--- config.mk ---
export PLATFORM = sky130hd
export DESIGN_NAME = sm83_irq_ctl
export DESIGN_NICKNAME = d
export VERILOG_FILES = /design/src/rtl/sm83_pkg.sv /design/src/rtl/sm83_irq_prio.sv /design/src/rtl/sm83_irq_ctl.sv
export SDC_FILE = /design/constraint.sdc
export NUM_CORES = 1
export LEC_CHECK = 0
export BUFFER_PORTS_ARGS = -buffer_cell sky130_fd_sc_hd__buf_2
export CAP_MARGIN = 20
export CORE_ASPECT_RATIO = 0.5
export CORE_MARGIN = 2
export CORE_UTILIZATION = 35
export DETAILED_ROUTE_END_ITERATION = 7
export PLACE_DENSITY_LB_ADDON = 0.1
export SLEW_MARGIN = 20
export SYNTH_ARGS = -nofsm -noshare
export SYNTH_HDL_FRONTEND = slang
export SYNTH_HIERARCHICAL = 1
export SYNTH_SLANG_ARGS = --single-unit
--- constraint.sdc ---
create_clock -name clk -period 2.8 [get_ports clk]
set_clock_uncertainty 0.1 [all_clocks]
set_input_delay 0.84 -clock clk [delete_from_list [all_inputs] [get_ports clk]]
set_output_delay 0.84 -clock clk [all_outputs]
set_load 0.01 [all_outputs]
--- src/rtl/sm83_pkg.sv ---
// Shared types and constants for the sm83 interrupt/halt scheduler.
// State codes D1..D5 equal their dispatch M-cycle number so disp_m can reuse them.
package sm83_pkg;

  typedef logic [2:0] irq_state_t;

  localparam irq_state_t RUN  = 3'd0;
  localparam irq_state_t D1   = 3'd1;
  localparam irq_state_t D2   = 3'd2;
  localparam irq_state_t D3   = 3'd3;
  localparam irq_state_t D4   = 3'd4;
  localparam irq_state_t D5   = 3'd5;
  localparam irq_state_t HALT = 3'd6;

  localparam logic [7:0] VEC_BASE   = 8'h40;
  localparam int         VEC_STRIDE = 8;

endpackage

--- src/rtl/sm83_irq_prio.sv ---
// Combinational lowest-index priority encoder for the masked request lines.
module sm83_irq_prio #(
  parameter int NUM_IRQS = 8,
  parameter int IDX_W    = 3
) (
  input  logic [NUM_IRQS-1:0] req,
  output logic                any,
  output logic [IDX_W-1:0]    idx,
  output logic [NUM_IRQS-1:0] onehot
);

  // Scanning downward lets the lowest set bit overwrite any higher one.
  always_comb begin
    any    = |req;
    idx    = '0;
    onehot = '0;
    for (int i = NUM_IRQS - 1; i >= 0; i--) begin
      if (req[i]) begin
        idx       = IDX_W'(i);
        onehot    = '0;
        onehot[i] = 1'b1;
      end
    end
  end

endmodule

--- src/rtl/sm83_irq_ctl.sv ---
// Interrupt and halt scheduler: IME with EI delay, fixed-priority arbitration,
// five-M-cycle dispatch sequencing and HALT park/wake.
module sm83_irq_ctl
  import sm83_pkg::*;
#(
  parameter int                   NUM_IRQS   = 8,
  parameter int                   WORD_SIZE  = 8,
  parameter logic [WORD_SIZE-1:0] VEC_BASE   = WORD_SIZE'(sm83_pkg::VEC_BASE),
  parameter int                   VEC_STRIDE = sm83_pkg::VEC_STRIDE
) (
  input  logic                 clk,
  input  logic                 n_reset,
  input  logic                 t4,
  input  logic                 op_done,
  input  logic                 ei,
  input  logic                 di,
  input  logic                 reti,
  input  logic                 halt,
  input  logic [NUM_IRQS-1:0]  irq,
  output logic                 take,
  output logic                 disp_active,
  output logic [2:0]           disp_m,
  output logic [WORD_SIZE-1:0] vec,
  output logic [NUM_IRQS-1:0]  iack,
  output logic                 halted,
  output logic                 ime
);

  localparam int IDX_W = (NUM_IRQS > 1) ? $clog2(NUM_IRQS) : 1;

  irq_state_t state;
  irq_state_t state_nxt;

  logic                 ime_q;
  logic                 ime_pend;
  logic                 ime_next;
  logic [NUM_IRQS-1:0]  sel_oh;
  logic [WORD_SIZE-1:0] vec_q;

  logic                 prio_any;
  logic [IDX_W-1:0]     prio_idx;
  logic [NUM_IRQS-1:0]  prio_oh;
  logic [WORD_SIZE-1:0] vec_calc;

  sm83_irq_prio #(
    .NUM_IRQS (NUM_IRQS),
    .IDX_W    (IDX_W)
  ) u_prio (
    .req    (irq),
    .any    (prio_any),
    .idx    (prio_idx),
    .onehot (prio_oh)
  );

  assign vec_calc = VEC_BASE + WORD_SIZE'(VEC_STRIDE) * WORD_SIZE'(prio_idx);

  // The boundary check sees RETI's enable at once but not a pending EI.
  assign ime_next = !di && (reti || ime_q);

  always_comb begin
    take = 1'b0;
    if (n_reset && t4 && prio_any) begin
      if (state == RUN)
        take = op_done && ime_next;
      else if (state == HALT)
        take = ime_q;
    end
  end

  always_comb begin
    state_nxt = state;
    case (state)
      RUN: begin
        if (take)
          state_nxt = D1;
        else if (op_done && halt)
          state_nxt = HALT;
      end
      HALT: begin
        if (prio_any)
          state_nxt = ime_q ? D1 : RUN;
      end
      D1:      state_nxt = D2;
      D2:      state_nxt = D3;
      D3:      state_nxt = D4;
      D4:      state_nxt = D5;
      D5:      state_nxt = RUN;
      default: state_nxt = RUN;
    endcase
  end

  always_ff @(posedge clk or negedge n_reset) begin
    if (!n_reset)
      state <= RUN;
    else if (t4)
      state <= state_nxt;
  end

  // Dispatch entry outranks any IME strobe decoded at the same boundary.
  always_ff @(posedge clk or negedge n_reset) begin
    if (!n_reset) begin
      ime_q    <= 1'b0;
      ime_pend <= 1'b0;
    end else if (t4) begin
      if (take) begin
        ime_q    <= 1'b0;
        ime_pend <= 1'b0;
      end else if (state == RUN && op_done) begin
        if (di) begin
          ime_q    <= 1'b0;
          ime_pend <= 1'b0;
        end else begin
          if (reti || ime_pend)
            ime_q <= 1'b1;
          ime_pend <= ei;
        end
      end
    end
  end

  always_ff @(posedge clk or negedge n_reset) begin
    if (!n_reset) begin
      sel_oh <= '0;
      vec_q  <= '0;
    end else if (t4 && state == D3) begin
      sel_oh <= prio_oh;
      vec_q  <= prio_any ? vec_calc : '0;
    end
  end

  assign disp_active = (state >= D1) && (state <= D5);
  assign disp_m      = disp_active ? state : 3'd0;
  assign halted      = (state == HALT);
  assign iack        = (state == D5 && t4) ? sel_oh : '0;
  assign vec         = vec_q;
  assign ime         = ime_q;

endmodule

==> out/metrics.yaml, run 1 <==
status: "complete, but fails checks"
violations: "setup timing"
start_util_pct: 36.3
clock-sinks: 17
rows: 14
hold_viol_final: 0
dpl_cell_area_mm2: 0.00134
syn2layout_area_growth_pct: 29.6
holdPathStages: 2
ys_types: 37
grt_usage_pct: 14.4
avgViaCountPerCell: 4.91
path_class: "in -> out"
rrSetupSlack_ps: 1000
syn_avg_cell_area_um2: 9.49
first_iter_violations: 40
vias: 972
root_buffer: "clkbuf_8"
io_pins: 39
grt_start_max_net_pins: 18
final_area_mm2: 0.00140
synth.cell_area_mm2: 0.00108
drv_slew: 0
startpoint_type: "primary input"
synthTopCellsByArea: "dfrtp_1 (39%), mux2_2 (9.4%), and2_1 (6.9%)"
wl_per_cell_um: 12.3
cts_htree_levels: 1
synth.largest_area_cell: "dfrtp_1"
ys_warn_count: 6
ys_seq_area_share_pct: 39.3
synthMostInstantiatedCell: "dfrtp_1"
maxCapViolations: 0
rsz0062_at_grt: "yes"
antenna_found_initial: 0
path_max_fanout: 3
synth-async-reset-ratio_pct: 100
grt_pass1_vias: 833
p_leak_nw: 0.701
port_buffers: 34
fmax_ghz: 0.331
hpwl_mm: 1.88
grt_pass1_wl_mm: 3.85
dp.cells: 194
vdd_ir_drop_max_mv: 0.313
core_region_area_mm2: 0.00298
synth_commonest_cells: "dfrtp_1 (17), and2_1 (12), nand2_1 (10), mux2_2 (9)"
period_minus_slack_ps: 3020
critical_path_required_ps: 1860
die_x_um: 82.6
powerDensity_mw_per_mm2: 711
worstSkewPairLatency_ps: 250
synth_edf_count: 0
yosysTopAreaCellShare_pct: 39.3
setup_viol: 1
drt-total-wl_mm: 2.43
die_h_um: 43.3
ant_nets: 0
post_cts_buffers: 0
cts.hold.buffers_added: 0
synth-main-ff-cell: "dfrtp_1"
final_layout_size_suffix_gt1_share_pct: 43.7
final_cells: 198
tns_ps: -217
path_clk_slew_ps: 70
num_antenna_cells: 0
gp_congestion: 0.779
cp-end-kind: "output pin"
cts_tree: "built"
cp.arrival_ps: 2080
ys_seq_elements: 17
cts_buffers: 3
drc: 0
setup_slack_ps: -217
hold_path_class: "reg -> reg"
firstDrtPassIters: 4
cts_buffer_depth: 2
netlist_instances: 114
overflow: 0
final.period_utilization_pct: 108
dieArea_mm2: 0.00358
r2r_cells: 4
finalNetCount: 175
## metal layers
metal | vias to the layer above | wire length [µm] | part of all wire [%] | GRT usage (%)
li1 | 484 | - | - | -
met1 | 444 | 1190 | 49 | 19.4
met2 | 41 | 1060 | 44 | 22.3
met3 | 3 | 164 | 6.7 | 4.47
met4 | 0 | 17 | 0.70 | 4.92
met5 | - | 0 | 0 | 0
## state kept, by name (all words and copies together) (netlist names)
name      flops
vec           4
ime           1
state         3
sel_oh        8
ime_pend      1
## power by group
group	internal (W)	switching [W]
logic	0.000207	0.000210
clock network	0.000101	0.0000856
registers	0.000328	0.0000649
## layout by cell type (no fill, tap or decap), types with 2 or more instances in the layout
cell and n:
a21oi_1 4, and2_1 12, buf_2 33, buf_4 13, clkbuf_8 3, conb_1 4, dfrtp_1 17, inv_1 4
mux2_2 9, nand2_1 9, nand4_1 2, nand4b_1 2, nor2_1 8, nor2b_1 6, nor3b_1 3, o21ai_0 5
## repair_timing
action / 4_1_cts / 5_1_grt
pin swaps: 2 / 1
gates resized for setup: 2 / 1
setup endpoints to repair: 1 / 1
## worst paths after layout
check                         start        end
setup / recovery             irq[3]       take
setup reg to reg           state[2]  sel_oh[5]
hold / removal               vec[3]     vec[3]
max in group asynchronous   n_reset  sel_oh[5]
hold reg to reg              vec[3]     vec[3]
min in group asynchronous   n_reset  sel_oh[4]
## logic make-up (layout without fill, tap and decap cells)
| family | Yosys count | after routing | share of synthesized area [%] |
|---|---|---|---|
| simple gates | 51 | 51 | 27.9 |
| mux | 9 | 9 | 9.36 |
| other cells | 1 | 4 | 0.346 |
| buf+inv | 14 | 55 | 7.74 |
| flops | 17 | 17 | 39.3 |
| compound gates | 22 | 22 | 15.4 |
## cell type report
class | count | area (µm²)
inverters | 4 | 15.0
multi-input cells | 86 | 593
flip-flops and latches | 17 | 425
clock buffers | 4 | 45.0
fillers | 315 | 1580
well taps | 40 | 50.0
repair buffers | 47 | 274
## metrics by stage
stage          power (W)  util, %  hold slack, ps  setup slack [ps]
4_1_cts          0.00101     47.0             384              -217
3_3_place_gp    0.000809     45.1             364              -245
3_5_place_dp    0.000818     45.1             369              -247
5_1_grt          0.00108     47.1             419              -303
2_1_floorplan   0.000681        -             370             -98.1
6_report        0.000997     47.1             380              -217
## critical path, stage by stage
cell	delay (ps)
buf_6	100
or4_4	560
nor3_4	150
nand2_2	70
nand4b_1	150
a211oi_4	70
buf_2	150
Power figures use the tool's default switching activity.
==> run 2, diff against run 1 <==
Settings changed: CORE_ASPECT_RATIO 0.5 to 1.4, PLACE_DENSITY_LB_ADDON 0.1 to default.
==> run 2 against run 1 <==
  * The flow still finishes with violations (setup timing)
  * Hold slack improved by 2.7 ps
  * Maximum frequency rose by 0.55%
  * Combinational power fell by 3%
  * Sequential cell count did not move
  * Clock power fell by 8%
  * Via count rose by 0.51%
  * Final cell count fell by 2.0%
  * Total power fell by 1.9%
  * Non-clock buffer count fell by 1
  * Routed wire length fell by 1.4%
  * Sequential power rose by 3%
  * Largest power group is now registers
==> out/metrics.yaml, run 2 (synthesis results as in run 1) <==
status: "complete, but fails checks"  # unchanged
violations: "setup timing"  # unchanged
drt-total-wl_mm: 2.40  # was 2.43 mm
core_region_area_mm2: 0.00291  # was 0.00298 mm²
rows: 23  # was 14
critical_path_required_ps: 1860  # about the same
path_clk_slew_ps: 60  # was 70 ps
dpl_cell_area_mm2: 0.00133  # was 0.00134 mm²
wl_per_cell_um: 12.4  # was 12.3 µm
final.period_utilization_pct: 107  # was 108%
clock-sinks: 17  # unchanged
start_util_pct: 37.2  # was 36.3%
dieArea_mm2: 0.00356  # was 0.00358 mm²
mostFrequentLayoutCell: "buf_2"  # unchanged
port_buffers: 34  # unchanged
startpoint: "irq[3]"  # unchanged
drc: 0  # unchanged
vdd_ir_drop_max_mv: 0.385  # was 0.313 mV
regArea_um2: 425  # unchanged
overflow: 0  # unchanged
die_x_um: 51.0  # was 82.6 µm
totalPowerFinal_w: 0.000978  # was 0.000997 W
path_class: "in -> out"  # unchanged
setup_slack_ps: -201  # was -217 ps
reg2reg_to: "state[0]"  # was sel_oh[5]
p_leak_nw: 0.697  # was 0.701 nW
ant_nets: 0  # unchanged
antenna_found_initial: 0  # unchanged
r2r-start: "state[2]"  # unchanged
hpwl_mm: 1.94  # was 1.88 mm
grt_usage_pct: 14.7  # was 14.4%
powerDensity_mw_per_mm2: 701  # was 711 mW/mm²
first_iter_violations: 17  # was 40
cts_htree_levels: 1  # unchanged
setup_viol: 1  # unchanged
gp_congestion: 0.759  # was 0.779
vias: 977  # was 972
cts_tree: "built"  # unchanged
largest_reg_flops: 8  # unchanged
holdPathStages: 2  # unchanged
r2r_cells: 4  # unchanged
fmax_ghz: 0.333  # was 0.331 GHz
period_minus_slack_ps: 3000  # was 3020 ps
rsz0062_at_grt: "yes"  # unchanged
path_max_fanout: 3  # unchanged
final_cell_mix: "buf_2 (32), dfrtp_1 (17), and2_1 (12), buf_4 (12), nand2_1 (10)"  # was buf_2 (33), dfrtp_1 (17), buf_4 (13)
root_buffer: "clkbuf_8"  # unchanged
num-fill-cells: 301  # was 315
dp_slack_ps: -235  # was -247 ps
syn2layout_area_growth_pct: 28.9  # was 29.6%
die_h_um: 69.8  # was 43.3 µm
multi_input_area_um2: 591  # was 593 µm²
grt_start_max_net_pins: 18  # unchanged
hp-start: "vec[4]"  # was vec[3]
avgViaCountPerCell: 5.04  # was 4.91
regMostFlops: "sel_oh"  # unchanged
worstSkewPairLatency_ps: 240  # was 250 ps
utilization_pct: 48.0  # was 47.1%
cp-end-kind: "output pin"  # unchanged
final_layout_size_suffix_gt1_share_pct: 42.7  # was 43.7%
io_pins: 39  # unchanged
hold_path_class: "reg -> reg"  # unchanged
num_antenna_cells: 0  # unchanged
maxCapViolations: 0  # unchanged
startpoint_type: "primary input"  # unchanged
cts.hold.buffers_added: 0  # unchanged
hold_viol_final: 0  # unchanged
rrSetupSlack_ps: 1010  # was 1000 ps
grt_pass1_vias: 972  # was 833
cts_buffer_depth: 2  # unchanged
grt_pass1_wl_mm: 4.15  # was 3.85 mm
min_to: "vec[4]"  # was vec[3]
cp.arrival_ps: 2060  # was 2080 ps
firstDrtPassIters: 4  # unchanged
final_area_mm2: 0.00140  # about the same
finalNetCount: 174  # was 175
tns_ps: -201  # was -217 ps
cts_buffers: 3  # unchanged
drv_slew: 0  # unchanged
## run 2: power breakdown
part | switching, W | internal [W] | total [W]
sequential | 0.0000752 | 0.000328 | 0.000403
clock | 0.0000715 | 0.000100 | 0.000172
combinational | 0.000202 | 0.000201 | 0.000403
total | 0.000349 | 0.000629 | 0.000978
## run 2: critical path, cell delays in order
cell      delay, ps
buf_6            90
or4_4           550
nor3_4          130
nand2_1          90
nand4b_1        150
a211oi_4         60
buf_2           140
## run 2: area by class of cell
type,instances,area share [%]
Tap cell,37,3.32
Sequential cell,17,30.5
Inverter,4,1.08
Multi-Input combinational cell,86,42.3
Timing Repair Buffer,46,19.6
Clock buffer,4,3.23
## run 2: layer usage
metal,GRT usage [%],up-vias,share of wire (%)
met4,4.50,0,0.62
met1,16.9,464,40
met2,26.8,32,53
li1,-,479,-
met5,0,-,0
met3,2.59,2,6.2
## run 2: how the worst max path moves through the flow
stage,endpoint,cells past startpoint
6_report,take,7
5_1_grt,take,7
4_1_cts,take,7
3_5_place_dp,take,7
3_3_place_gp,take,7
2_1_floorplan,take,6
## run 2: stage by stage
stage	hold slack, ps	instances
5_1_grt	411	194
3_5_place_dp	371	190
6_report	382	194
2_1_floorplan	370	117
3_3_place_gp	369	190
4_1_cts	385	194
## run 2: what timing repair did
item / CTS / global route
gates cloned: 0 / 0
pin swaps: 2 / 0
endpoints found under the setup margin: 1 / 1
buffers inserted: 0 / 0
gates resized for setup: 3 / 0
